===== config.mk =====
export PLATFORM = sky130hd
export DESIGN_NAME = mem_arbiter
export DESIGN_NICKNAME = d
export VERILOG_FILES = /design/src/rtl/mem_arbiter.sv
export SDC_FILE = /design/constraint.sdc
export NUM_CORES = 1
export LEC_CHECK = 0
export CAP_MARGIN = 10
export CORE_ASPECT_RATIO = 1.1
export CORE_UTILIZATION = 37
export DETAILED_ROUTE_END_ITERATION = 10
export PLACE_DENSITY = 0.79
export SETUP_SLACK_MARGIN = 0.2
export SLEW_MARGIN = 10
export SYNTH_ARGS = -nofsm -noshare
export SYNTH_HDL_FRONTEND = slang
export SYNTH_SLANG_ARGS = --single-unit

===== constraint.sdc =====
create_clock -name clk -period 3.6 [get_ports clk]
set_input_delay 0.72 -clock clk [delete_from_list [all_inputs] [get_ports clk]]
set_output_delay 0.72 -clock clk [all_outputs]
set_load 0.02 [all_outputs]

===== src/rtl/mem_arbiter.sv =====
// Round-robin arbiter sharing one in-order DDR3 command port between N_REQ requesters.
// Read returns are steered back to their issuer through a tag FIFO.
module mem_arbiter #(
  parameter int N_REQ           = 2,
  parameter int ADDR_W          = 26,
  parameter int DATA_W          = 32,
  parameter int MAX_OUTSTANDING = 8
) (
  input  logic                                 clk,
  input  logic                                 rst,
  input  logic [N_REQ-1:0]                     req_rd,
  input  logic [N_REQ-1:0]                     req_wr,
  input  logic [N_REQ*ADDR_W-1:0]              req_addr,
  input  logic [N_REQ*2-1:0]                   req_width,
  input  logic [N_REQ*DATA_W-1:0]              req_wr_data,
  output logic [N_REQ-1:0]                     req_ack,
  output logic [N_REQ-1:0]                     rsp_valid,
  output logic [DATA_W-1:0]                    rsp_data,
  output logic [ADDR_W-1:0]                    mem_addr,
  output logic                                 mem_rd,
  output logic                                 mem_wr,
  output logic [1:0]                           mem_data_width,
  output logic [DATA_W-1:0]                    mem_wr_data,
  input  logic                                 mem_rd_ready,
  input  logic                                 mem_wr_ready,
  input  logic [DATA_W-1:0]                    mem_rd_data,
  input  logic                                 mem_rd_valid,
  output logic [$clog2(MAX_OUTSTANDING):0]     outstanding,
  output logic                                 err_orphan
);

  localparam int          PW      = $clog2(MAX_OUTSTANDING);
  localparam int          CW      = PW + 1;
  localparam int          IW      = (N_REQ > 1) ? $clog2(N_REQ) : 1;
  localparam int unsigned NR      = N_REQ;
  localparam logic [CW-1:0] MAX_CNT = CW'(MAX_OUTSTANDING);

  typedef enum logic {IDLE, ISSUE} state_t;

  state_t            state, state_next;
  logic [IW-1:0]     rr_ptr;
  logic [N_REQ-1:0]  eligible;
  logic              rd_ok;
  logic              gnt_found;
  logic [IW-1:0]     gnt_idx;
  logic              gnt_rd;
  logic              grant;
  logic              accept;
  logic              push, pop;
  logic [CW-1:0]     count;
  logic [PW-1:0]     wr_ptr, rd_ptr;
  logic [IW-1:0]     tag_mem [MAX_OUTSTANDING];

  // A requester holding both bits is served as a read; when the tag FIFO is
  // full its write bit alone keeps it eligible and it is served as a write.
  always_comb begin
    rd_ok = (count < MAX_CNT);
    for (int unsigned i = 0; i < NR; i++) begin
      eligible[i] = (req_rd[i] & rd_ok) | req_wr[i];
    end
  end

  always_comb begin
    int unsigned j;
    gnt_found = 1'b0;
    gnt_idx   = '0;
    for (int unsigned k = 1; k <= NR; k++) begin
      j = (32'(rr_ptr) + k) % NR;
      if (!gnt_found && eligible[IW'(j)]) begin
        gnt_found = 1'b1;
        gnt_idx   = IW'(j);
      end
    end
    gnt_rd = req_rd[gnt_idx] & rd_ok;
  end

  always_comb begin
    state_next = state;
    grant      = 1'b0;
    accept     = 1'b0;
    req_ack    = '0;
    case (state)
      IDLE: begin
        if (gnt_found) begin
          grant      = 1'b1;
          state_next = ISSUE;
        end
      end
      ISSUE: begin
        accept = (mem_rd & mem_rd_ready) | (mem_wr & mem_wr_ready);
        if (accept) state_next = IDLE;
      end
      default: state_next = IDLE;
    endcase
    // Ack is combinational, so it is masked directly while reset is held.
    if (grant && !rst) req_ack[gnt_idx] = 1'b1;
  end

  assign push = grant & gnt_rd;
  assign pop  = mem_rd_valid & (count != '0);

  always_ff @(posedge clk or posedge rst) begin
    if (rst) begin
      state          <= IDLE;
      rr_ptr         <= IW'(N_REQ - 1);
      mem_addr       <= '0;
      mem_rd         <= 1'b0;
      mem_wr         <= 1'b0;
      mem_data_width <= '0;
      mem_wr_data    <= '0;
    end else begin
      state <= state_next;
      if (grant) begin
        rr_ptr         <= gnt_idx;
        mem_addr       <= req_addr[gnt_idx*ADDR_W +: ADDR_W];
        mem_data_width <= req_width[gnt_idx*2 +: 2];
        mem_wr_data    <= req_wr_data[gnt_idx*DATA_W +: DATA_W];
        mem_rd         <= gnt_rd;
        mem_wr         <= ~gnt_rd;
      end else if (accept) begin
        mem_rd <= 1'b0;
        mem_wr <= 1'b0;
      end
    end
  end

  always_ff @(posedge clk) begin
    if (push) tag_mem[wr_ptr] <= gnt_idx;
  end

  always_ff @(posedge clk or posedge rst) begin
    if (rst) begin
      wr_ptr     <= '0;
      rd_ptr     <= '0;
      count      <= '0;
      rsp_valid  <= '0;
      rsp_data   <= '0;
      err_orphan <= 1'b0;
    end else begin
      if (push) wr_ptr <= wr_ptr + 1'b1;
      if (pop)  rd_ptr <= rd_ptr + 1'b1;
      case ({push, pop})
        2'b10:   count <= count + 1'b1;
        2'b01:   count <= count - 1'b1;
        default: count <= count;
      endcase
      rsp_valid <= '0;
      if (pop) begin
        rsp_valid[tag_mem[rd_ptr]] <= 1'b1;
        rsp_data                   <= mem_rd_data;
      end
      if (mem_rd_valid && count == '0) err_orphan <= 1'b1;
    end
  end

  assign outstanding = count;

endmodule


==> run_results.csv, run 1 <==
group,metric,value,unit
critical_path,crit_required,2880,ps
min_path,min-delay-start,"err_orphan$_DFFE_PP0P_",
min_path,hp-class,"reg2reg",
clocking,numCtsBuffers,17,
grt,antenna_found_initial,0,
grt,grt_pass1_vias,5020,
sta,fin_crit,3290,ps
placed_design,dp_hpwl,10700,um
clocking,cts_htree_levels,4,
critical_path,critPathMaxFanout,3,
clocking,clkTransAtPathRegs,50,ps
clocking,cts_tree,"done",
route,wl_per_cell,15.9,um
yosys,yosys.area.top_type_share,0.504,
power_and_ir_drop,power.density,820,nW/um2
power_and_ir_drop,p_leak,0.00357,uW
yosys,ys_types,42,
critical_path,crit_arrival,2570,ps
placed_design,dp_slack,265,ps
yosys,synth_warnings,0,
floorplanning,fp.dieW,117,um
critical_path,reg2regPathDepth,10,
placed_design,gp_congestion,0.790,
yosys,ys_seq_elements,117,
min_path,hold_end,"err_orphan$_DFFE_PP0P_",
run_status,status,"complete, no violations",
route,routed_wl,16400,um
finish,drive_gt1_frac,0.0632,
sta,setup-tns-final,0,ps
grt,grt_max_degree,95,
sta,tightest_slew,703,ps
route,vias_per_cell,5.16,
clocking,cts_sinks,117,
sta,setup_viol,0,
floorplanning,die_area,15000,um2
placed_design,port_buffers,263,
clocking,clock_path_buffers,2,
grt,grt_overflow,0,
clocking,clock_latency,410,ps
route,via_count,5296,
critical_path,path_class,"in2out",
yosys,ys_seq_area_frac,0.554,
route,dr.first_iter.drc_count,319,
sta,slew_headroom,0.531,
sta,hold_viol,0,
floorplanning,std_cell_rows,45,
grt,grt.total_usage,0.225,
run,drv_cap,0,
yosys,synth-async-reset-ratio,0.932,
critical_path,end_kind,"output pin",
floorplanning,die-height,128,um
sta,min_period_over_period,0.914,
yosys,synth_edf_count,8,
route,dr.pass1.iters,5,
finish,syn_to_final_growth,61.7,%
critical_path,r2r_setup_slack,1220,ps
sta,fin_skew,6.22,ps
floorplanning,start_util,0.384,
sta,max_freq,304,MHz
clocking,clockRootBuffer,"clkbuf_16",
grt,grt_first_pass_wirelength,25700,um
yosys,synth_nets,746,
critical_path,startpoint_type,"input pin",
floorplanning,core_area,14000,um2
sta,rsz0062_at_grt,"false",
floorplanning,io_pins,264,
finish,finalNetCount,992,
yosys,syn_area_per_cell,9.25,um2
yosys,synthTopCellsByArea,"dfrtp_1 (50%), nand2_1 (7.5%), a31oi_1 (7.0%)",
critical_path,r2r-end,"outstanding[2]$_DFFE_PP0P_",
yosys,netlist_instances,580,
yosys,synth-main-ff-cell,"dfrtp_1",
finish,insertedDiodeCount,0,
route,drc,0,
sta,finalMaxSlewViolations,0,
power_and_ir_drop,vdd_drop_max,464,uV
sta,fin_ws,309,ps
min_path,whs_path_depth,1,
yosys,yosys.area.top_type,"dfrtp_1",
critical_path,timing.rr.start,"rr_ptr$_DFFE_PP1P_",
route,antenna_left,0,
clocking,ctsHoldBuffers,0,
yosys,synth_area,5360,um2
[critical path: stages]
cell,delay (ps)
clkdlybuf4s50_1,450
nor2b_2,190
o21ai_4,130
nand2_1,130
nor3_1,260
clkdlybuf4s50_1,680
[repair_timing]
action | 4_1_cts | 5_1_grt
buffers inserted | 0 | 0
endpoints found under the setup margin | 0 | 1
gates resized for setup | 0 | 2
[Yosys cell counts (all sizes together), types with 5 or more instances]
library cell	count
dfrtp	108
nand2	108
o21ai	65
nor2	64
a21oi	63
a31oi	60
buf	29
clkbuf	18
edfxtp	8
inv	6
ha	5
nor4	5
xnor2	5
[power by group]
part,total [uW],switching [uW],internal [uW]
Clock,1560,569,995
Sequential,2240,367,1870
Combinational,3300,1800,1500
Total,7110,2740,4370
[sequential cells by signal, summed over array words and instances (netlist names)]
name	count
err_orphan	1
mem_rd	1
state	1
rsp_data	32
rr_ptr	1
rsp_valid	2
mem_addr	26
rd_ptr	3
mem_wr	1
outstanding	4
wr_ptr	3
mem_wr_data	32
tag_mem	8
mem_data_width	2
[layout by cell type, fill, tap and decap left out, drive strengths merged, types with 3 or more instances in the layout]
cell type,n
nor4b,3
nor2,64
clkbuf,18
nor4,5
xor2,4
xnor2,5
ha,5
nand2b,3
dfrtp,108
o21ai,65
buf,11
edfxtp,8
nor3,4
clkinvlp,3
inv,5
a31oi,60
nand2,108
clkinv,10
a21oi,63
clkdlybuf4s50,262
[area by class of cell]
| type | instances | area, um2 |
|---|---|---|
| inverters | 6 | 26.3 |
| repair buffers | 274 | 2740 |
| clock inverters | 14 | 118 |
| fillers | 1217 | 5290 |
| clock buffers | 18 | 429 |
| multi-input cells | 410 | 2160 |
| flip-flops and latches | 117 | 2970 |
| well taps | 188 | 235 |
[worst max-delay path by stage]
stage / cells past startpoint / slack, ps / endpoint / from
after CTS: 7 / 240 / req_ack[0] / req_rd[0]
final: 6 / 310 / req_ack[1] / req_rd[0]
after detailed placement: 7 / 270 / req_ack[0] / req_rd[0]
after global routing: 6 / 240 / req_ack[1] / req_rd[0]
after global placement: 7 / 290 / req_ack[0] / req_rd[0]
after floorplan: 11 / 980 / outstanding[2]$_DFFE_PP0P_ / req_rd[1]
[layer usage]
| layer | wire (um) | track usage |
|---|---|---|
| met4 | 394 | 0.0961 |
| met3 | 1210 | 0.0643 |
| met1 | 6610 | 0.264 |
| met2 | 8160 | 0.381 |
| met5 | 0 | 0 |
[metrics by stage]
| step | power, uW | util | instances | hold slack, ps | instance area (um2) |
|---|---|---|---|---|---|
| final | 7110 | 0.621 | 1027 | 457 | 8680 |
| after global routing | 7560 | 0.621 | 1027 | 487 | 8680 |
| after CTS | 7190 | 0.621 | 1027 | 461 | 8670 |
| after detailed placement | 5570 | 0.582 | 995 | 447 | 8120 |
| after global placement | 5520 | 0.582 | 995 | 444 | 8120 |
| after floorplan | 4050 | - | 580 | 466 | 5370 |
[kinds of logic (layout without fill, tap and decap cells)]
logic type | after synthesis | count (layout) | share of synthesized area
xor gates and xnor gates | 9 | 9 | 0.0147
DFF | 117 | 117 | 0.554
AOI/OAI and AO/OA | 197 | 197 | 0.209
adders and majority gates | 5 | 5 | 0.0117
muxes | 5 | 5 | 0.0145
buffers and inverters | 53 | 312 | 0.0481
and+or+nand+nor | 194 | 194 | 0.149
Power figures use the tool's default switching activity.
==> run 2: changes to the inputs <==
--- a/config.mk
+++ b/config.mk
@@ -8,7 +8,9 @@
 export CAP_MARGIN = 10
 export CORE_ASPECT_RATIO = 1.1
 export CORE_UTILIZATION = 37
+export CTS_CLUSTER_DIAMETER = 40
 export DETAILED_ROUTE_END_ITERATION = 10
+export MAX_ROUTING_LAYER = met4
 export PLACE_DENSITY = 0.79
 export SETUP_SLACK_MARGIN = 0.2
 export SLEW_MARGIN = 10
==> run 2 against run 1 <==
  * Cell area did not move
  * Non-clock buffer count did not move
  * Largest power group unchanged
  * Register-to-register slack barely moved
==> run_results.csv, run 2 (same netlist as run 1, synthesis figures left out) <==
group,metric,value,unit
min_path,hp-class,"reg2reg",
clocking,clock_path_buffers,2,
sta,finalMaxSlewViolations,0,
finish,finalNetCount,992,
placed_design,gp_congestion,0.802,
floorplanning,io_pins,264,
clocking,clkTransAtPathRegs,50,ps
critical_path,crit_required,2880,ps
sta,setup_viol,0,
finish,layout_commonest_cell,"clkdlybuf4s50_1",
critical_path,crit_arrival,2570,ps
power_and_ir_drop,switching_share,0.385,
clocking,cts_sinks,117,
critical_path,critPathMaxFanout,3,
clocking,cts_tree,"done",
floorplanning,die_area,15000,um2
clocking,ctsHoldBuffers,0,
run,drv_cap,0,
grt,grt_overflow,0,
placed_design,place_area,8120,um2
finish,reg.largest.list,"mem_wr_data (32), rsp_data (32), mem_addr (26)",
power_and_ir_drop,pwr-share-comb,0.465,
clocking,clockRootBuffer,"clkbuf_16",
grt,grt_first_pass_wirelength,25700,um
placed_design,dp_hpwl,10700,um
sta,setup-tns-final,0,ps
sta,hold_viol,0,
finish,insertedDiodeCount,0,
power_and_ir_drop,total_power,7120,uW
route,dr.first_iter.drc_count,294,
sta,fin_skew,6.02,ps
route,wl_per_cell,16.0,um
finish,syn_to_final_growth,61.7,%
run_status,status,"complete, no violations",
route,drc,0,
route,antenna_left,0,
placed_design,port_buffers,263,
route,routed_wl,16400,um
route,vias_per_cell,5.19,
power_and_ir_drop,p_seq_frac,0.315,
power_and_ir_drop,power_switching,2740,uW
sta,fin_crit,3290,ps
power_and_ir_drop,p_leak,0.00357,uW
grt,grt.total_usage,0.232,
clocking,clock_latency,410,ps
route,dr.pass1.iters,5,
critical_path,end_kind,"output pin",
clocking,cts_htree_levels,4,
sta,slew_headroom,0.531,
critical_path,path_class,"in2out",
grt,antenna_found_initial,0,
route,via_count,5334,
power_and_ir_drop,intPower,4370,uW
floorplanning,core_area,14000,um2
finish,final_area,8680,um2
power_and_ir_drop,power_frac_clock,0.220,
power_and_ir_drop,vdd_drop_max,467,uV
floorplanning,die-height,128,um
sta,tightest_slew,704,ps
power_and_ir_drop,power.density,820,nW/um2
finish,layout_common_cells,"clkdlybuf4s50_1 (262), dfrtp_1 (108), nand2_1 (107), o21ai_0 (64), nor2_1 (64)",
clocking,numCtsBuffers,17,
critical_path,startpoint_type,"input pin",
sta,rsz0062_at_grt,"false",
sta,min_period_over_period,0.914,
floorplanning,fp.dieW,117,um
floorplanning,start_util,0.384,
floorplanning,std_cell_rows,45,
sta,max_freq,304,MHz
grt,grt_max_degree,95,
grt,grt_pass1_vias,5020,
finish,drive_gt1_frac,0.0632,
run 2: cell counts in the layout (fill, tap and decap cells not counted):
Identical to the previous run, type by type.
run 2: worst max-delay path, stage by stage:
cell	delay (ps)
clkdlybuf4s50_1	450
nor2b_2	190
o21ai_4	130
nand2_1	130
nor3_1	260
clkdlybuf4s50_1	680
run 2: final timing paths:
path                                        start                          to  slack, ps  depth (start not counted)
setup reg to reg               rr_ptr$_DFFE_PP1P_  outstanding[2]$_DFFE_PP0P_       1220                         10
min in group asynchronous                     rst  mem_wr_data[2]$_DFFE_PP0P_        740                          2
max in group asynchronous                     rst          rr_ptr$_DFFE_PP1P_       2010                          3
hold / removal             err_orphan$_DFFE_PP0P_      err_orphan$_DFFE_PP0P_        460                          1
setup / recovery                        req_rd[0]                  req_ack[1]        310                          6
hold reg to reg            err_orphan$_DFFE_PP0P_      err_orphan$_DFFE_PP0P_        460                          1
run 2: cell type report:
type | instances | area, um2
fill | 1217 | 5290
sequential | 117 | 2970
timing repair buffer | 274 | 2740
multi-input combinational | 410 | 2160
clock buffer | 18 | 429
tap | 188 | 235
clock inverter | 14 | 118
inverter | 6 | 26.3
run 2: what timing repair did:
action                                  in CTS  in global routing
setup buffers                                0                  0
endpoints found under the setup margin       0                  1
gates resized for setup                      0                  2
run 2: power by group through the flow:
stage | Combinational (uW) | Clock [uW] | Sequential, uW
global placement | 3280 | 0 | 2240
CTS | 3340 | 1610 | 2250
floorplan | 1260 | 0 | 2800
detailed placement | 3310 | 0 | 2260
global route | 3580 | 1670 | 2310
finish | 3310 | 1560 | 2240
run 2: per-stage QoR:
step | hold slack (ps) | cells | utilization | setup WS, ps
4_1_cts | 461 | 1027 | 0.621 | 241
6_report | 458 | 1027 | 0.621 | 310
5_1_grt | 487 | 1027 | 0.621 | 246
3_3_place_gp | 444 | 995 | 0.582 | 285
3_5_place_dp | 447 | 995 | 0.582 | 265
2_1_floorplan | 466 | 580 | - | 980
run 2: layer usage:
layer / track usage / share of wire / up-vias
met4: 0.0961 / 0.027 / 0
met3: 0.0553 / 0.072 / 35
met1: 0.273 / 0.41 / 2547
met2: 0.379 / 0.49 / 237
li1: - / - / 2515
met5: - / 0 / -
==> run 3: changes to the inputs <==
--- a/config.mk
+++ b/config.mk
@@ -13,7 +13,7 @@
 export MAX_ROUTING_LAYER = met4
 export PLACE_DENSITY = 0.79
 export SETUP_SLACK_MARGIN = 0.2
-export SLEW_MARGIN = 10
+export SLEW_MARGIN = 20
 export SYNTH_ARGS = -nofsm -noshare
 export SYNTH_HDL_FRONTEND = slang
 export SYNTH_SLANG_ARGS = --single-unit
==> results of run 3 <==
Final layout, timing and power as in run 2 (identical DEF).
